<file path="src/rtl/sparc_exu_ecl_eccfix_arb_if.sv">
// Signal bundle between the ECC control logic, the W-stage writeback
// arbitration and the ECC-fix arbiter.
interface sparc_exu_ecl_eccfix_arb_if;
   logic       fix_req_m;
   logic [4:0] fix_rd_m;
   logic [2:0] fix_win_m;
   logic [1:0] fix_tid_m;
   logic       wb_wen_w;
   logic       fix_wen_w;
   logic [4:0] fix_rd_w;
   logic [2:0] fix_win_w;
   logic [1:0] fix_tid_w;
   logic [3:0] exu_ifu_ecc_stall;
   logic       exu_ifu_wb_hold;
   logic       fix_dup_err;

   modport master (
      output fix_req_m, fix_rd_m, fix_win_m, fix_tid_m, wb_wen_w,
      input  fix_wen_w, fix_rd_w, fix_win_w, fix_tid_w,
             exu_ifu_ecc_stall, exu_ifu_wb_hold, fix_dup_err
   );

   modport slave (
      input  fix_req_m, fix_rd_m, fix_win_m, fix_tid_m, wb_wen_w,
      output fix_wen_w, fix_rd_w, fix_win_w, fix_tid_w,
             exu_ifu_ecc_stall, exu_ifu_wb_hold, fix_dup_err
   );
endinterface

</file>
<file path="src/rtl/sparc_exu_ecl_eccfix_arb.sv">
// Queues one ECC-corrected IRF rewrite per thread and slips it into the IRF
// write port, forcing a writeback bubble when normal traffic starves it.
module sparc_exu_ecl_eccfix_arb #(
   parameter int unsigned DEPTH   = 4,
   parameter int unsigned MAXWAIT = 4
) (
   input  logic                             clk,
   input  logic                             reset,
   sparc_exu_ecl_eccfix_arb_if.slave        fix_if
);

   localparam int unsigned   PW   = (DEPTH > 1) ? $clog2(DEPTH) : 1;
   localparam int unsigned   CW   = $clog2(DEPTH + 1);
   localparam logic [3:0]    MAXW = 4'(MAXWAIT);
   localparam logic [CW-1:0] FULL = CW'(DEPTH);
   localparam logic [PW-1:0] LAST = PW'(DEPTH - 1);

   typedef struct packed {
      logic [4:0] rd;
      logic [2:0] win;
      logic [1:0] tid;
   } fix_entry_t;

   typedef enum logic [1:0] {IDLE, PEND, FORCE} state_t;

   fix_entry_t    mem [DEPTH];
   fix_entry_t    head;
   logic [PW-1:0] wr_ptr, rd_ptr;
   logic [CW-1:0] count, count_nxt;
   logic [3:0]    pending, pending_nxt;
   logic [3:0]    wait_cnt, wait_nxt;
   logic          dup_err_q;
   state_t        state, state_nxt;
   logic          enq, deq, drop, head_vld;

   function automatic logic [PW-1:0] ptr_inc(input logic [PW-1:0] p);
      return (p == LAST) ? '0 : p + 1'b1;
   endfunction

   assign head_vld = (count != '0);
   assign head     = mem[rd_ptr];
   assign deq      = head_vld & ~fix_if.wb_wen_w;
   // A thread still pending (even if it is dequeuing this cycle) cannot re-enqueue.
   assign drop     = fix_if.fix_req_m & (pending[fix_if.fix_tid_m] | (count == FULL));
   assign enq      = fix_if.fix_req_m & ~drop;

   always_comb begin
      count_nxt   = count;
      pending_nxt = pending;
      wait_nxt    = wait_cnt;
      state_nxt   = state;

      case ({enq, deq})
         2'b10:   count_nxt = count + 1'b1;
         2'b01:   count_nxt = count - 1'b1;
         default: count_nxt = count;
      endcase

      if (deq) pending_nxt[head.tid] = 1'b0;
      if (enq) pending_nxt[fix_if.fix_tid_m] = 1'b1;

      if (!head_vld || deq)      wait_nxt = '0;
      else if (wait_cnt != MAXW) wait_nxt = wait_cnt + 1'b1;

      case (state)
         IDLE: begin
            if (enq) state_nxt = PEND;
         end
         PEND, FORCE: begin
            if (deq)                   state_nxt = (count_nxt == '0) ? IDLE : PEND;
            else if (wait_nxt == MAXW) state_nxt = FORCE;
            else                       state_nxt = PEND;
         end
         default: state_nxt = IDLE;
      endcase
   end

   always_ff @(posedge clk) begin
      if (reset) begin
         wr_ptr    <= '0;
         rd_ptr    <= '0;
         count     <= '0;
         pending   <= '0;
         wait_cnt  <= '0;
         dup_err_q <= 1'b0;
         state     <= IDLE;
      end else begin
         if (enq) wr_ptr <= ptr_inc(wr_ptr);
         if (deq) rd_ptr <= ptr_inc(rd_ptr);
         count     <= count_nxt;
         pending   <= pending_nxt;
         wait_cnt  <= wait_nxt;
         dup_err_q <= drop;
         state     <= state_nxt;
      end
   end

   // Entry storage is not reset; outputs are gated by head_vld instead.
   always_ff @(posedge clk) begin
      if (enq) mem[wr_ptr] <= '{rd: fix_if.fix_rd_m, win: fix_if.fix_win_m, tid: fix_if.fix_tid_m};
   end

   assign fix_if.fix_wen_w         = deq;
   assign fix_if.fix_rd_w          = head_vld ? head.rd  : '0;
   assign fix_if.fix_win_w         = head_vld ? head.win : '0;
   assign fix_if.fix_tid_w         = head_vld ? head.tid : '0;
   assign fix_if.exu_ifu_ecc_stall = pending;
   assign fix_if.exu_ifu_wb_hold   = (state == FORCE);
   assign fix_if.fix_dup_err       = dup_err_q;

endmodule

</file>
<file path="src/flat_wrapper.sv">
// flat-port wrapper written by rule: the top's interface ports become plain ports
module sparc_exu_ecl_eccfix_arb_flat 
#(
   parameter int unsigned DEPTH   = 4,
   parameter int unsigned MAXWAIT = 4
)
  (clk, reset, fix_if_fix_req_m, fix_if_fix_rd_m, fix_if_fix_win_m, fix_if_fix_tid_m, fix_if_wb_wen_w, fix_if_fix_wen_w, fix_if_fix_rd_w, fix_if_fix_win_w, fix_if_fix_tid_w, fix_if_exu_ifu_ecc_stall, fix_if_exu_ifu_wb_hold, fix_if_fix_dup_err);
  sparc_exu_ecl_eccfix_arb_if fix_if_i ();
  input  logic clk;
  input  logic reset;
  input wire logic [$bits(fix_if_i.fix_req_m)-1:0] fix_if_fix_req_m;
  input wire logic [$bits(fix_if_i.fix_rd_m)-1:0] fix_if_fix_rd_m;
  input wire logic [$bits(fix_if_i.fix_win_m)-1:0] fix_if_fix_win_m;
  input wire logic [$bits(fix_if_i.fix_tid_m)-1:0] fix_if_fix_tid_m;
  input wire logic [$bits(fix_if_i.wb_wen_w)-1:0] fix_if_wb_wen_w;
  output wire logic [$bits(fix_if_i.fix_wen_w)-1:0] fix_if_fix_wen_w;
  output wire logic [$bits(fix_if_i.fix_rd_w)-1:0] fix_if_fix_rd_w;
  output wire logic [$bits(fix_if_i.fix_win_w)-1:0] fix_if_fix_win_w;
  output wire logic [$bits(fix_if_i.fix_tid_w)-1:0] fix_if_fix_tid_w;
  output wire logic [$bits(fix_if_i.exu_ifu_ecc_stall)-1:0] fix_if_exu_ifu_ecc_stall;
  output wire logic [$bits(fix_if_i.exu_ifu_wb_hold)-1:0] fix_if_exu_ifu_wb_hold;
  output wire logic [$bits(fix_if_i.fix_dup_err)-1:0] fix_if_fix_dup_err;
  assign fix_if_i.fix_req_m = fix_if_fix_req_m;
  assign fix_if_i.fix_rd_m = fix_if_fix_rd_m;
  assign fix_if_i.fix_win_m = fix_if_fix_win_m;
  assign fix_if_i.fix_tid_m = fix_if_fix_tid_m;
  assign fix_if_i.wb_wen_w = fix_if_wb_wen_w;
  assign fix_if_fix_wen_w = fix_if_i.fix_wen_w;
  assign fix_if_fix_rd_w = fix_if_i.fix_rd_w;
  assign fix_if_fix_win_w = fix_if_i.fix_win_w;
  assign fix_if_fix_tid_w = fix_if_i.fix_tid_w;
  assign fix_if_exu_ifu_ecc_stall = fix_if_i.exu_ifu_ecc_stall;
  assign fix_if_exu_ifu_wb_hold = fix_if_i.exu_ifu_wb_hold;
  assign fix_if_fix_dup_err = fix_if_i.fix_dup_err;
  sparc_exu_ecl_eccfix_arb #(.DEPTH(DEPTH), .MAXWAIT(MAXWAIT)) u_core (.clk(clk), .reset(reset), .fix_if(fix_if_i));
endmodule
</file>
<file path="config.mk">
export PLATFORM = sky130hd
export DESIGN_NAME = sparc_exu_ecl_eccfix_arb_flat
export DESIGN_NICKNAME = d
export VERILOG_FILES = /design/src/rtl/sparc_exu_ecl_eccfix_arb_if.sv /design/src/rtl/sparc_exu_ecl_eccfix_arb.sv /design/src/flat_wrapper.sv
export SDC_FILE = /design/constraint.sdc
export NUM_CORES = 1
export LEC_CHECK = 0
export BUFFER_PORTS_ARGS = -buffer_cell sky130_fd_sc_hd__buf_4
export CORE_MARGIN = 2
export CORE_UTILIZATION = 45
export CTS_CLUSTER_SIZE = 16
export DETAILED_ROUTE_END_ITERATION = 10
export PLACE_DENSITY_LB_ADDON = 0.2
export SETUP_SLACK_MARGIN = 0.4
export SLEW_MARGIN = 20
export SYNTH_ARGS = -nofsm -noshare
export SYNTH_HDL_FRONTEND = slang
export SYNTH_SLANG_ARGS = --single-unit
export TNS_END_PERCENT = 5
</file>
<file path="constraint.sdc">
create_clock -name clk -period 3.1 [get_ports clk]
set_clock_uncertainty 0.2 [all_clocks]
set_input_delay 0.155 -clock clk [delete_from_list [all_inputs] [get_ports clk]]
set_output_delay 0.155 -clock clk [all_outputs]
set_load 0.01 [all_outputs]
</file>
; ---- Yosys cells after proc, flatten, opt, wreduce, memory -nomap -nowiden
; Memory sizes are Yosys's and may differ from the RTL's. A register that Yosys moved wholly into a read port is not among the register bits.
; Cells that the tools add are included.
[op_classes]
add_sub_neg = 5
eq_ne = 10
muxes = 25
order_cmp = 4
n_bitwise = 9
reduce_logical = 8
[op_table]
columns = cell, n
row1 = two-way mux 2 bit, 8
row2 = two-way mux 4 bit, 4
row3 = equality test 2 bit (second input constant), 4
row4 = less-than comparator 2 x 3 -> 1 bit (second input constant), 2
row5 = two-way mux 1 bit, 6
row6 = one-hot mux 3 bit (2 select lines), 1
row7 = two-way mux 5 bit, 1
row8 = adder 2 x 1 -> 2 bit (second input constant), 2
row9 = adder 4 x 1 -> 4 bit (second input constant), 1
row10 = AND 4 bit, 1
row11 = demux 1 bit (select 2 bit), 2
row12 = equality test 2 x 1 -> 1 bit (second input constant), 2
row13 = equality test 4 x 3 -> 1 bit (second input constant), 1
row14 = greater-or-equal comparator 2 x 1 -> 1 bit (second input constant), 2
row15 = inequality test 4 x 3 -> 1 bit (second input constant), 1
row16 = NOT 4 bit, 1
row17 = bitwise OR 4 bit, 1
row18 = one-hot mux 2 bit (2 select lines), 1
row19 = adder 3 x 1 -> 3 bit (second input constant), 1
row20 = AND 1 bit, 3
row21 = equality test 3 bit (second input constant), 1
row22 = logical NOT 3 bit, 1
row23 = two-way mux 3 bit, 1
row24 = nonzero test 3 bit, 1
row25 = other kinds (10), 12
[totals]
n_memories = 1
mem_bits_rw = 40
input_bits = 14
reg_bits = 18
word_cells = 69
output_inout_bits = 17
[mem_list]
columns = memory, depth, width, rd, rd_ports_with_merged_regs, wr, line_no
row1 = u_core.mem, 4, 10, 1, 1, 1, sparc_exu_ecl_eccfix_arb.sv:26  ; fix_entry_t mem [DEPTH];

; ---- Depth between registers and ports, before layout
; Gate-level depths: netlist (run 1).
[logic_depth]
depth_word = 12
ltp_mapped = 11
mapped_depth_nobuf = 11

; ---- Least setup slack after synthesis (run 1)
; No wires, ideal clock.
[synth_timing]
path_type = reg2reg
from = reg u_core.pending[3], in the netlist u_core.fix_if.exu_ifu_ecc_stall[3]
to = reg u_core.state[0]
setup_slack_ns = 0.211
n_path_buf = 0
required_time_ns = 2.841
stages_incl_launch_ff = 11
period_less_slack_ns = 2.889
arrival_ns = 2.631
setup_ns = 0.059
path_cell_list = dfxtp_1 mux4_2 nor3_4 inv_4 ha_1 inv_1 fa_1 nand2_1 nor3_1 a2111oi_0 o221a_2
[synth_between]
elab_chain_cells = 12
elab_cells_between_ends = 14
cone_classes = eq/ne: 3 / mux: 6 / bitwise: 4 / reduce/logical: 1
[synth_lines]
columns = item, line_no
row1 = from (decl), sparc_exu_ecl_eccfix_arb.sv:30  ; logic [3:0] pending, pending_nxt;
row2 = from (signal assigned), sparc_exu_ecl_eccfix_arb.sv:91  ; pending <= pending_nxt;
row3 = binary-select mux 1 bit (select 2 bit) (*), sparc_exu_ecl_eccfix_arb.sv:44  ; assign drop = fix_if.fix_req_m & (pending[fix_if.fix_tid_m] | (count == FULL));
row4 = two-way mux 1 bit (not written as such) (*), sparc_exu_ecl_eccfix_arb.sv:44
row5 = bitwise OR 1 bit (*), sparc_exu_ecl_eccfix_arb.sv:44
row6 = AND 1 bit (*), sparc_exu_ecl_eccfix_arb.sv:44
row7 = NOT 1 bit (*), sparc_exu_ecl_eccfix_arb.sv:45  ; assign enq = fix_if.fix_req_m & ~drop;
row8 = AND 1 bit (*), sparc_exu_ecl_eccfix_arb.sv:45
row9 = equality test 2 x 1 -> 1 bit / equality test 2 bit (equally long branches), sparc_exu_ecl_eccfix_arb.sv:53  ; case ({enq, deq})
row10 = one-hot mux 3 bit (2 select lines), sparc_exu_ecl_eccfix_arb.sv:53
row11 = logical NOT 3 bit, sparc_exu_ecl_eccfix_arb.sv:70  ; if (deq) state_nxt = (count_nxt == '0) ? IDLE : PEND;
row12 = two-way mux 1 bit, sparc_exu_ecl_eccfix_arb.sv:70
row13 = two-way mux 2 bit, sparc_exu_ecl_eccfix_arb.sv:70
row14 = one-hot mux 2 bit (2 select lines), sparc_exu_ecl_eccfix_arb.sv:65  ; case (state)
row15 = to (signal assigned), sparc_exu_ecl_eccfix_arb.sv:94  ; state <= state_nxt;
row16 = to (decl), sparc_exu_ecl_eccfix_arb.sv:33  ; state_t state, state_nxt;
; Every way passes the cells marked *; elsewhere a longest branch is shown, timed or not. The select of a mux whose other input is x is not followed.
; A chain may end at the register's enable or synchronous reset.

; ---- Worst setup path in the final report (run 1)
; Ends and elaborated chain as after synthesis.

==> results of run 1 <==
placed cells by master (no fill, tap or decap), drive strengths merged, types with 4 or more instances in the layout:
cell type,count
nor2b,11
nor2,14
clkbuf,10
and2,4
nand3,4
o21ai,4
dlygate4sd3,15
edfxtp,40
nand2,11
a21oi,10
ha,11
dfxtp,20
inv,14
mux4,11
bufinv,4
buf,38
nor3,5
power by group through the flow:
stage	Combinational, W	Sequential (W)	Clock, W
5_1_grt	0.000856	0.00104	0.000938
3_3_place_gp	0.000736	0.00104	0
2_1_floorplan	0.000487	0.00101	0
6_report	0.000785	0.00103	0.000897
3_5_place_dp	0.000738	0.00104	0
4_1_cts	0.000790	0.00103	0.000907
repair_timing:
action                                  4_1_cts  5_1_grt
hold endpoints to repair                     55        0
endpoints found under the setup margin        1        1
pin swaps                                     4        0
setup buffers                                 4        0
hold buffers                                 15        0
resized for setup                             4        0
area by class of cell:
| type | count | area, µm² | share of cell area, % |
|---|---|---|---|
| Clock buffer | 10 | 128 | 3.79 |
| Clock inverter | 5 | 125 | 3.72 |
| Inverter | 14 | 55.1 | 1.64 |
| Multi-Input combinational cell | 108 | 928 | 27.6 |
| Sequential cell | 60 | 1600 | 47.7 |
| Tap cell | 72 | 90.1 | 2.68 |
| Timing Repair Buffer | 53 | 435 | 12.9 |
per-layer routing:
metal  GRT usage, %  vias up  routed length, µm
li1               -      802                  -
met2           30.0       32               2570
met1           18.8      782               2030
met4           10.9        0                142
met3           4.64       16                183
met5              0        -                  0
state kept, by name, summed over array words and instances, names as in the netlist, named ones only:
register	flops
u_core.mem	40
u_core.state	2
u_core.fix_if.exu_ifu_ecc_stall	4
u_core.rd_ptr	2
u_core.wr_ptr	2
u_core.fix_if.fix_dup_err	1
u_core.wait_cnt	4
u_core.count	3
cells by family after synthesis:
family | Yosys count
and+or+nand+nor | 60
DFF | 60
AOI/OAI and AO/OA | 22
buffers and inverters | 18
adders and majority gates | 12
muxes | 11
xor gates and xnor gates | 3
worst max-delay path by stage:
stage                                       start              end  slack (ns)  depth (start not counted)
2_1_floorplan  u_core.fix_if.exu_ifu_ecc_stall[3]  u_core.state[0]        0.28                         11
3_3_place_gp                  fix_if_fix_tid_m[0]  u_core.state[0]        0.29                         12
3_5_place_dp                  fix_if_fix_tid_m[0]  u_core.state[0]        0.23                         12
4_1_cts        u_core.fix_if.exu_ifu_ecc_stall[3]  u_core.state[0]        0.37                         10
5_1_grt        u_core.fix_if.exu_ifu_ecc_stall[1]  u_core.state[0]        0.23                         10
6_report       u_core.fix_if.exu_ifu_ecc_stall[3]  u_core.state[0]        0.34                         10
metrics by stage:
stage               instances  hold slack (ns)
detailed placement        288            0.160
CTS                       322           0.0330
global route              322           0.0865
global placement          288            0.160
finish                    322           0.0423
floorplan                 186           0.0167
worst max-delay path, cell delays in order, from the launching register on:
cell and delay, ns:
dfxtp_2 0.32, mux4_2 0.51, nor3_4 0.23, inv_4 0.07
ha_4 0.17, inv_2 0.05, fa_2 0.44, nand2_2 0.07
nor3_2 0.04, a2111oi_2 0.36, o221a_2 0.24
==> run_results.csv, run 1 <==
group,metric,value,unit
synthesis,synth_commonest_cells,"40 x edfxtp_1, 20 x dfxtp_1, 14 x nor2_1",
synthesis,synthFlopType,"edfxtp_1",
min_path,hold_path_class,"primary input to register",
global_routing,overflow,0,
detailed_routing,drt-total-wl,4.92,mm
global_routing,grt_pass1_wl,7.94,mm
detailed_routing,drc,0,
detailed_routing,num_vias,1632,
job,drv_cap,0,
floorplan,dieArea,6340,µm²
timing,period_share,89.2,%
power,power_frac_comb,29.0,%
timing,slew_violations,0,
synthesis,synth_fa_ha_area_share,6.13,%
global_routing,grt_util_all_layers,17.4,%
floorplan,core,5510,µm²
setup_path,critical_path_arrival,2.84,ns
synthesis,synthesis.nets,212,
synthesis,synth_top_family_by_area,"simple AND/OR/NAND/NOR gates",
setup_path,r2r_slack,0.34,ns
setup_path,rr_worst_depth,10,
floorplan,rows,27,
synthesis,netlist_instances,186,
placed_design,dp_slack,0.235,ns
power,seqPwrFrac,37.9,%
detailed_routing,viasPerCell,5.07,
synthesis,synth_top_area_cell,"edfxtp_1",
finish,drive_gt1_share,31.6,%
synthesis,syn_area_per_cell,13.8,µm²
clocking,cts_sinks,60,
synthesis,async_flop_share,0,%
timing,slew_headroom,66.0,%
clocking,htree_levels,3,
power,p_per_area,805,nW/µm²
setup_path,worstPathRequired,3.18,ns
clocking,tritoncts,"done",
clocking,ctsRootBufferMaster,"clkbuf_8",
timing,rsz0062_at_grt,"yes",
finish,antenna_cells,0,
timing,hold_violations,0,
finish,fillers,437,
synthesis,synth_top_area_share,46.7,%
detailed_routing,firstDrtPassIters,4,
timing,timing.fmax,0.362,GHz
placed_design,placed_area,2920,µm²
synthesis,yosys.area_share.simple,12.7,%
synthesis,synth.ff_latch_count,60,
timing,fin_crit,2.76,ns
setup_path,critPathMaxFanout,2,
synthesis,syn_area,2570,µm²
timing,setup_violations,0,
global_routing,grt_pass1_vias,1693,
finish,syn2layout_area_growth,30.8,%
floorplan,die_x,79.6,µm
setup_path,cp-start-kind,"register",
setup_path,reg2reg_from,"u_core.fix_if.exu_ifu_ecc_stall[3]",
power,p_sw,0.000745,W
power,leakage,1.24,nW
synthesis,synth_compound_area_share,5.50,%
min_path,hp-start,"fix_if_wb_wen_w",
placed_design,place_hpwl,3.13,mm
global_routing,grt_max_degree,15,
detailed_routing,drt-initial-drc-count,43,
synthesis,ys_top_cells_by_area,"edfxtp_1 47%, dfxtp_1 16%, mux4_2 9.6%, ha_1 5.4%, nor2b_1 2.7%",
power,p_int,0.00196,W
detailed_routing,routedWlPerCell,15.3,µm
detailed_routing,ant_nets,0,
finish,fin_util,61.1,%
synthesis,synth_edf_count,40,
floorplan,die_y,79.6,µm
setup_path,crit_type,"register to register",
placed_design,io_buffers,30,
synthesis,ys_warn_count,0,
min_path,worstHoldPathCells,3,
clocking,numCtsBuffers,9,
synthesis,yosysMostFrequentCell,"edfxtp_1",
finish,fin_area,3370,µm²
timing,worst_pin_slew,0.510,ns
placed_design,gp_congestion,0.776,
power,irDropWorstVdd,0.413,mV
timing,fin_setup_tns,0,ns
timing,setup_ws,0.335,ns
synthesis,synthMuxAreaShare,9.63,%
global_routing,antenna_found_initial,0,
power,power,0.00271,W
floorplan,io_pins,31,
setup_path,rr_endpoint,"u_core.state[0]",
synthesis,synthXorXnorAreaFrac,1.02,%
power,swShare,27.5,%
finish,nets,272,
setup_path,end_kind,"register",
run_status,status,"finished clean",
floorplan,start_util,46.7,%
synthesis,synth.yosys.seq_area_share,62.3,%
synthesis,synth.distinct_cells,36,
clocking,clk_latency,0.33,ns
clocking,clockBufferDepth,2,
clocking,path_clk_slew,0.07,ns
power,clkPwrFrac,33.1,%
Power figures use the tool's default switching activity.
==> run 2, diff against run 1 <==
Settings changed: ABC_AREA set to 1, CORE_UTILIZATION 45 to 50.
==> run 2 against run 1 <==
Cell area increased by 0.89%. Area after synthesis increased by 3.3%. Fmax increased by 7.3%. Critical path depth increased by 8. Final cell count increased by 27%. Flip-flop and latch count unchanged. Sequential power about the same. Worst setup slack improved by 0.19 ns. Non-clock buffer count increased by 2. Core utilization increased by 5.4 points. Power decreased by 3.1%. Critical path type is now primary input to register. Critical endpoint unchanged. Highest routed layer unchanged.
==> run_results.csv, run 2 <==
group,metric,value,unit
detailed_routing,num_vias,2006,
finish,nets,359,
detailed_routing,firstDrtPassIters,4,
synthesis,syn_area_per_cell,9.63,µm²
setup_path,worstSetupEndpoint,"u_core.state[0]",
clocking,cts_sinks,60,
timing,setup_violations,0,
synthesis,async_flop_share,0,%
timing,slew_violations,0,
placed_design,place_hpwl,3.35,mm
timing,fin_setup_tns,0,ns
clocking,clockBufferDepth,2,
global_routing,overflow,0,
power,p_per_area,773,nW/µm²
synthesis,yosysMostFrequentCell,"nor2_1",
synthesis,synth.yosys.seq_area_share,60.3,%
synthesis,synth.distinct_cells,20,
run_status,status,"finished clean",
setup_path,cp-start-kind,"primary input",
clocking,tritoncts,"done",
synthesis,synth_top_area_share,45.2,%
timing,period_share,83.1,%
timing,worst_pin_slew,0.529,ns
clocking,htree_levels,3,
finish,largest-register,"u_core.mem",
synthesis,synth_top_area_cell,"edfxtp_1",
global_routing,grt_pass1_wl,8.70,mm
finish,largest_reg_flops,40,
detailed_routing,routedWlPerCell,13.1,µm
detailed_routing,viasPerCell,4.92,
synthesis,synthesis.nets,302,
synthesis,synth.ff_latch_count,60,
synthesis,synth_commonest_cells,"53 x nor2_1, 40 x edfxtp_1, 40 x nand2_1",
power,irDropWorstVdd,0.418,mV
finish,layout_common_cells,"52 x nor2_1, 40 x edfxtp_1, 39 x nand2_1",
setup_path,critPathMaxFanout,8,
floorplan,core,5110,µm²
global_routing,grt_util_all_layers,19.4,%
job,drv_cap,0,
floorplan,die_y,76.9,µm
clocking,clk_latency,0.34,ns
synthesis,ys_warn_count,0,
detailed_routing,drt-initial-drc-count,161,
floorplan,die_x,76.9,µm
synthesis,syn_area,2660,µm²
global_routing,antenna_found_initial,0,
synthesis,synth_edf_count,40,
setup_path,rr_endpoint,"u_core.state[0]",
detailed_routing,drt-total-wl,5.35,mm
power,leakage,1.41,nW
placed_design,gp_congestion,0.877,
finish,syn2layout_area_growth,27.8,%
min_path,hold_path_class,"primary input to register",
synthesis,synthFlopType,"edfxtp_1",
setup_path,r2r_slack,0.59,ns
setup_path,crit_path_start,"fix_if_fix_tid_m[1]",
global_routing,grt_max_degree,21,
detailed_routing,ant_nets,0,
setup_path,end_kind,"register",
floorplan,start_util,52.0,%
clocking,numCtsBuffers,9,
setup_path,reg2reg_from,"u_core.count[1]",
clocking,ctsRootBufferMaster,"clkbuf_8",
setup_path,crit_type,"primary input to register",
setup_path,worstPathRequired,3.17,ns
floorplan,dieArea,5910,µm²
synthesis,netlist_instances,276,
synthesis,ys_top_cells_by_area,"edfxtp_1 45%, dfxtp_1 15%, nor2_1 7.5%, nand2_1 5.6%, ha_1 5.2%",
finish,final_common_cell,"nor2_1",
finish,antenna_cells,0,
finish,drive_gt1_share,19.2,%
floorplan,rows,26,
timing,hold_ws,0.100,ns
detailed_routing,drc,0,
setup_path,rr_worst_depth,17,
timing,fin_crit,2.58,ns
timing,slew_headroom,64.7,%
placed_design,io_buffers,30,
floorplan,io_pins,31,
timing,hold_violations,0,
global_routing,grt_pass1_vias,1895,
timing,rsz0062_at_grt,"no",
setup_path,critical_path_arrival,2.65,ns
clocking,path_clk_slew,0.07,ns
timing,timing.fmax,0.388,GHz
## run 2: changes by cell type in the layout (fill, tap and decap cells not counted), sizes merged, moves of 11 or more
cell / previous run / this run
o21ai: 4 / 21
mux4: 11 / 0
nor2: 14 / 53
a21oi: 10 / 24
inv: 14 / 33
nand2: 11 / 41
nor2b: 11 / 0
nand3: 4 / 17
## run 2: kinds of logic (layout without fill, tap and decap cells)
| logic type | after synthesis | after routing | share of synthesized area [%] |
|---|---|---|---|
| compound gates | 48 | 48 | 9.75 |
| fa+ha+maj | 12 | 12 | 5.93 |
| simple gates | 115 | 115 | 17.7 |
| flops | 60 | 60 | 60.3 |
| buf+inv | 41 | 103 | 6.31 |
## run 2: worst min path at each step
stage,depth (start not counted),slack (ns),end,start
2_1_floorplan,0,0.05,u_core.mem[0][0],fix_if_fix_tid_m[0]
3_3_place_gp,1,0.16,u_core.mem[3][6],fix_if_fix_rd_m[1]
3_5_place_dp,1,0.16,u_core.mem[0][2],fix_if_fix_win_m[0]
4_1_cts,2,0.30,u_core.fix_if.exu_ifu_ecc_stall[1],u_core.fix_if.exu_ifu_ecc_stall[1]
5_1_grt,2,0.13,u_core.mem[1][0],fix_if_fix_tid_m[0]
6_report,2,0.10,u_core.mem[1][0],fix_if_fix_tid_m[0]
## run 2: final cells by class
class / count / area (µm²)
Fill cell: 426 / 1710
Inverter: 32 / 120
Multi-Input combinational cell: 175 / 908
Tap cell: 70 / 87.6
Sequential cell: 60 / 1600
Timing Repair Buffer: 55 / 455
Clock inverter: 7 / 98.8
Clock buffer: 9 / 124
## run 2: critical path, cell delays in order
cell	delay [ns]
dlygate4sd3_1	0.55
buf_6	0.14
nand3_1	0.08
nand2_1	0.09
nor3_4	0.20
nand2_2	0.08
ha_1	0.22
inv_2	0.07
fa_1	0.43
o21ai_2	0.14
nor2_1	0.06
nand2_1	0.05
nor2_1	0.04
nor2_1	0.07
nand2_1	0.05
nand2_1	0.05
nand2_1	0.05
a21oi_1	0.11
## run 2: repair_timing
action	CTS	global route
hold buffers	14	0
gates resized for setup	0	10
setup buffers	0	3
setup endpoints to repair	0	1
hold endpoints to repair	60	0
## run 2: routing by layer
metal | track usage (%) | up-vias | share of wire (%)
met4 | 8.55 | 0 | 1.7
met1 | 25.8 | 924 | 48
li1 | - | 1031 | -
met3 | 4.94 | 13 | 3.4
met2 | 30.0 | 38 | 47
met5 | 0 | - | 0
## run 2: metrics by stage
stage | setup WS [ns] | power (W) | utilization [%] | std cells | area (µm²)
2_1_floorplan | 0.569 | 0.00152 | - | 276 | 2660
4_1_cts | 0.422 | 0.00261 | 65.4 | 404 | 3340
5_1_grt | 0.366 | 0.00279 | 66.5 | 408 | 3400
6_report | 0.523 | 0.00262 | 66.5 | 408 | 3400
3_3_place_gp | 0.706 | 0.00181 | 58.3 | 374 | 2980
3_5_place_dp | 0.572 | 0.00182 | 58.3 | 374 | 2980
## run 2: report_power, final
part           switching, W  internal, W  leakage (nW)
clock network      0.000313     0.000457         0.112
logic              0.000517     0.000329         0.764
registers         0.0000511     0.000957         0.530
total              0.000881      0.00174          1.41
==> run 3, diff against run 2 <==
Clock period 3.1 ns to 2.2 ns, I/O delays scaled along.
==> run 3 against run 2 <==
The flow now finishes with violations (setup timing). Flip-flop and latch count is the same. Power is 55% higher. Non-clock buffer count grew 19. Register-to-register slack lost 0.75 ns. Count of clock-buffer cells in the layout up 1. Sequential power rose by 41%. Sequential share of layout area is 3.5 points lower. Worst hold slack got worse by 0.046 ns. Die area stayed put. Clock power up 35%. Critical endpoint unchanged. Highest routed layer unchanged.
==> run_results.csv, run 3 (synthesis gave the netlist of run 2 again) <==
group,metric,value,unit
run_status,status,"finished, violations left",
run_status,violations,"setup timing",
setup_path,worstSetupEndpoint,"u_core.state[0]",
finish,layout_common_cells,"52 x buf_4, 47 x nor2_1, 40 x edfxtp_1",
placed_design,gp_congestion,0.805,
global_routing,grt_pass1_vias,2050,
floorplan,start_util,52.0,%
setup_path,reg2reg_from,"u_core.count[1]",
timing,hold_violations,0,
setup_path,critical_path_arrival,2.42,ns
detailed_routing,routedWlPerCell,13.1,µm
clocking,numCtsBuffers,9,
global_routing,grt_max_degree,19,
clocking,tritoncts,"done",
timing,setup_ws,-0.157,ns
global_routing,overflow,0,
placed_design,place_hpwl,3.52,mm
finish,drive_gt1_share,32.8,%
timing,period_share,107,%
detailed_routing,drt-initial-drc-count,84,
timing,timing.fmax,0.424,GHz
floorplan,dieArea,5910,µm²
setup_path,critPathMaxFanout,2,
clocking,htree_levels,3,
timing,fin_crit,2.36,ns
floorplan,die_x,76.9,µm
finish,largest-register,"u_core.mem",
setup_path,rr_worst_depth,17,
detailed_routing,drc,0,
clocking,ctsRootBufferMaster,"clkbuf_8",
detailed_routing,viasPerCell,4.85,
finish,largest_reg_flops,40,
setup_path,crit_path_start,"u_core.count[1]",
timing,setup_violations,1,
setup_path,rr_endpoint,"u_core.state[0]",
placed_design,dp_slack,-0.153,ns
setup_path,worstPathRequired,2.27,ns
floorplan,core,5110,µm²
job,drv_cap,0,
floorplan,io_pins,31,
global_routing,grt_pass1_wl,9.44,mm
power,leakage,1.50,nW
setup_path,cp-start-kind,"register",
detailed_routing,ant_nets,0,
detailed_routing,firstDrtPassIters,6,
timing,slew_headroom,80.9,%
clocking,clockBufferDepth,2,
floorplan,rows,26,
setup_path,r2r_slack,-0.16,ns
setup_path,cpMostUsedCell,"nand2_1",
timing,worst_pin_slew,0.283,ns
finish,antenna_cells,0,
clocking,clk_latency,0.33,ns
power,power,0.00407,W
setup_path,crit_type,"register to register",
setup_path,end_kind,"register",
timing,rsz0062_at_grt,"yes",
timing,slew_violations,0,
global_routing,grt_util_all_layers,20.8,%
setup_path,crit_path_max_incr_delay,0.43,ns
detailed_routing,num_vias,2073,
power,p_per_area,1100,nW/µm²
finish,nets,378,
setup_path,cp_slowest_cell,"fa_2",
clocking,path_clk_slew,0.07,ns
setup_path,crit_chain,"nor2_2 -> nand2_1 -> nand2_1 -> nor3_2 -> nand2_2 -> ha_4 -> inv_4 -> fa_2 -> o21ai_2 -> nor2_1 -> nand2_1 -> nor2_1 -> nor2_1 -> nand2_1 -> nand2_1 -> nand2_1 -> a21oi_2",
detailed_routing,drt-total-wl,5.59,mm
finish,syn2layout_area_growth,38.7,%
floorplan,die_y,76.9,µm
finish,fillers,360,
global_routing,antenna_found_initial,0,
min_path,hold_path_class,"primary input to register",
finish,final_common_cell,"buf_4",
power,irDropWorstVdd,0.649,mV
placed_design,io_buffers,30,
clocking,cts_sinks,60,
==> run 3: cell count changes in the layout (fill, tap and decap cells not counted), moves of 5 or more <==
cell | before | now
dfxtp_2 | 0 | 6
buf_6 | 2 | 7
buf_4 | 38 | 52
a21oi_1 | 24 | 12
dfxtp_1 | 20 | 14
nor2_1 | 52 | 47
a21oi_2 | 0 | 9
==> run 3: through the flow <==
| step | instances | util [%] | TNS (ns) | instance area [µm²] | hold slack (ns) |
|---|---|---|---|---|---|
| floorplan | 276 | - | -0.181 | 2680 | 0.00887 |
| global placement | 394 | 61.7 | -0.0924 | 3150 | 0.113 |
| detailed placement | 394 | 61.7 | -0.153 | 3150 | 0.115 |
| CTS | 424 | 70.6 | -0.146 | 3610 | 0.0420 |
| global route | 427 | 72.2 | -0.356 | 3690 | 0.0715 |
| finish | 427 | 72.2 | -0.157 | 3690 | 0.0541 |
==> run 3: how the worst min path moves through the flow <==
stage	start	slack, ns	depth (start not counted)	end
after detailed placement	fix_if_fix_rd_m[4]	0.12	1	u_core.mem[1][9]
final	fix_if_wb_wen_w	0.05	5	register
after global routing	fix_if_wb_wen_w	0.07	5	register
after CTS	fix_if_fix_tid_m[0]	0.04	5	u_core.fix_if.exu_ifu_ecc_stall[0]
after global placement	fix_if_fix_rd_m[2]	0.11	1	u_core.mem[1][7]
after floorplan	fix_if_fix_tid_m[0]	0.009	0	u_core.mem[0][0]
==> run 3: layout make-up <==
class	instances	area (µm²)	area share (%)
Sequential cell	60	1610	43.7
Multi-Input combinational cell	175	1030	27.9
Timing Repair Buffer	74	629	17.1
Clock buffer	10	128	3.46
Inverter	32	126	3.43
Tap cell	70	87.6	2.38
Clock inverter	6	78.8	2.14
==> run 3: critical path: cells and delay by family, from the launching register on <==
family                     cells  cell delay (ns)
buffers and inverters          1             0.05
and+or+nand+nor               12             0.86
adders and majority gates      2             0.61
DFF                            1             0.34
AOI/OAI and AO/OA              2             0.25
==> run 3: layer usage <==
metal	GRT usage (%)	share of wire, %	wire length, µm	vias up
li1	-	-	-	1069
met1	25.4	43	2430	944
met2	33.9	49	2760	49
met3	4.12	5.1	286	11
met4	12.4	2.0	112	0
met5	0	0	0	-
==> run 3: power by group <==
part / internal [W] / switching [W] / total [W]
clock network: 0.000628 / 0.000409 / 0.00104
logic: 0.000721 / 0.000892 / 0.00161
registers: 0.00136 / 0.0000643 / 0.00142
total: 0.00270 / 0.00137 / 0.00407
==> run 3: repair_timing <==
item / CTS / global route
pin swaps: 2 / 7
cloned: 0 / 0
hold buffers: 14 / 0
gates resized for setup: 34 / 17
endpoints found under the hold margin: 60 / 0
endpoints found under the setup margin: 52 / 54
setup buffers: 0 / 3
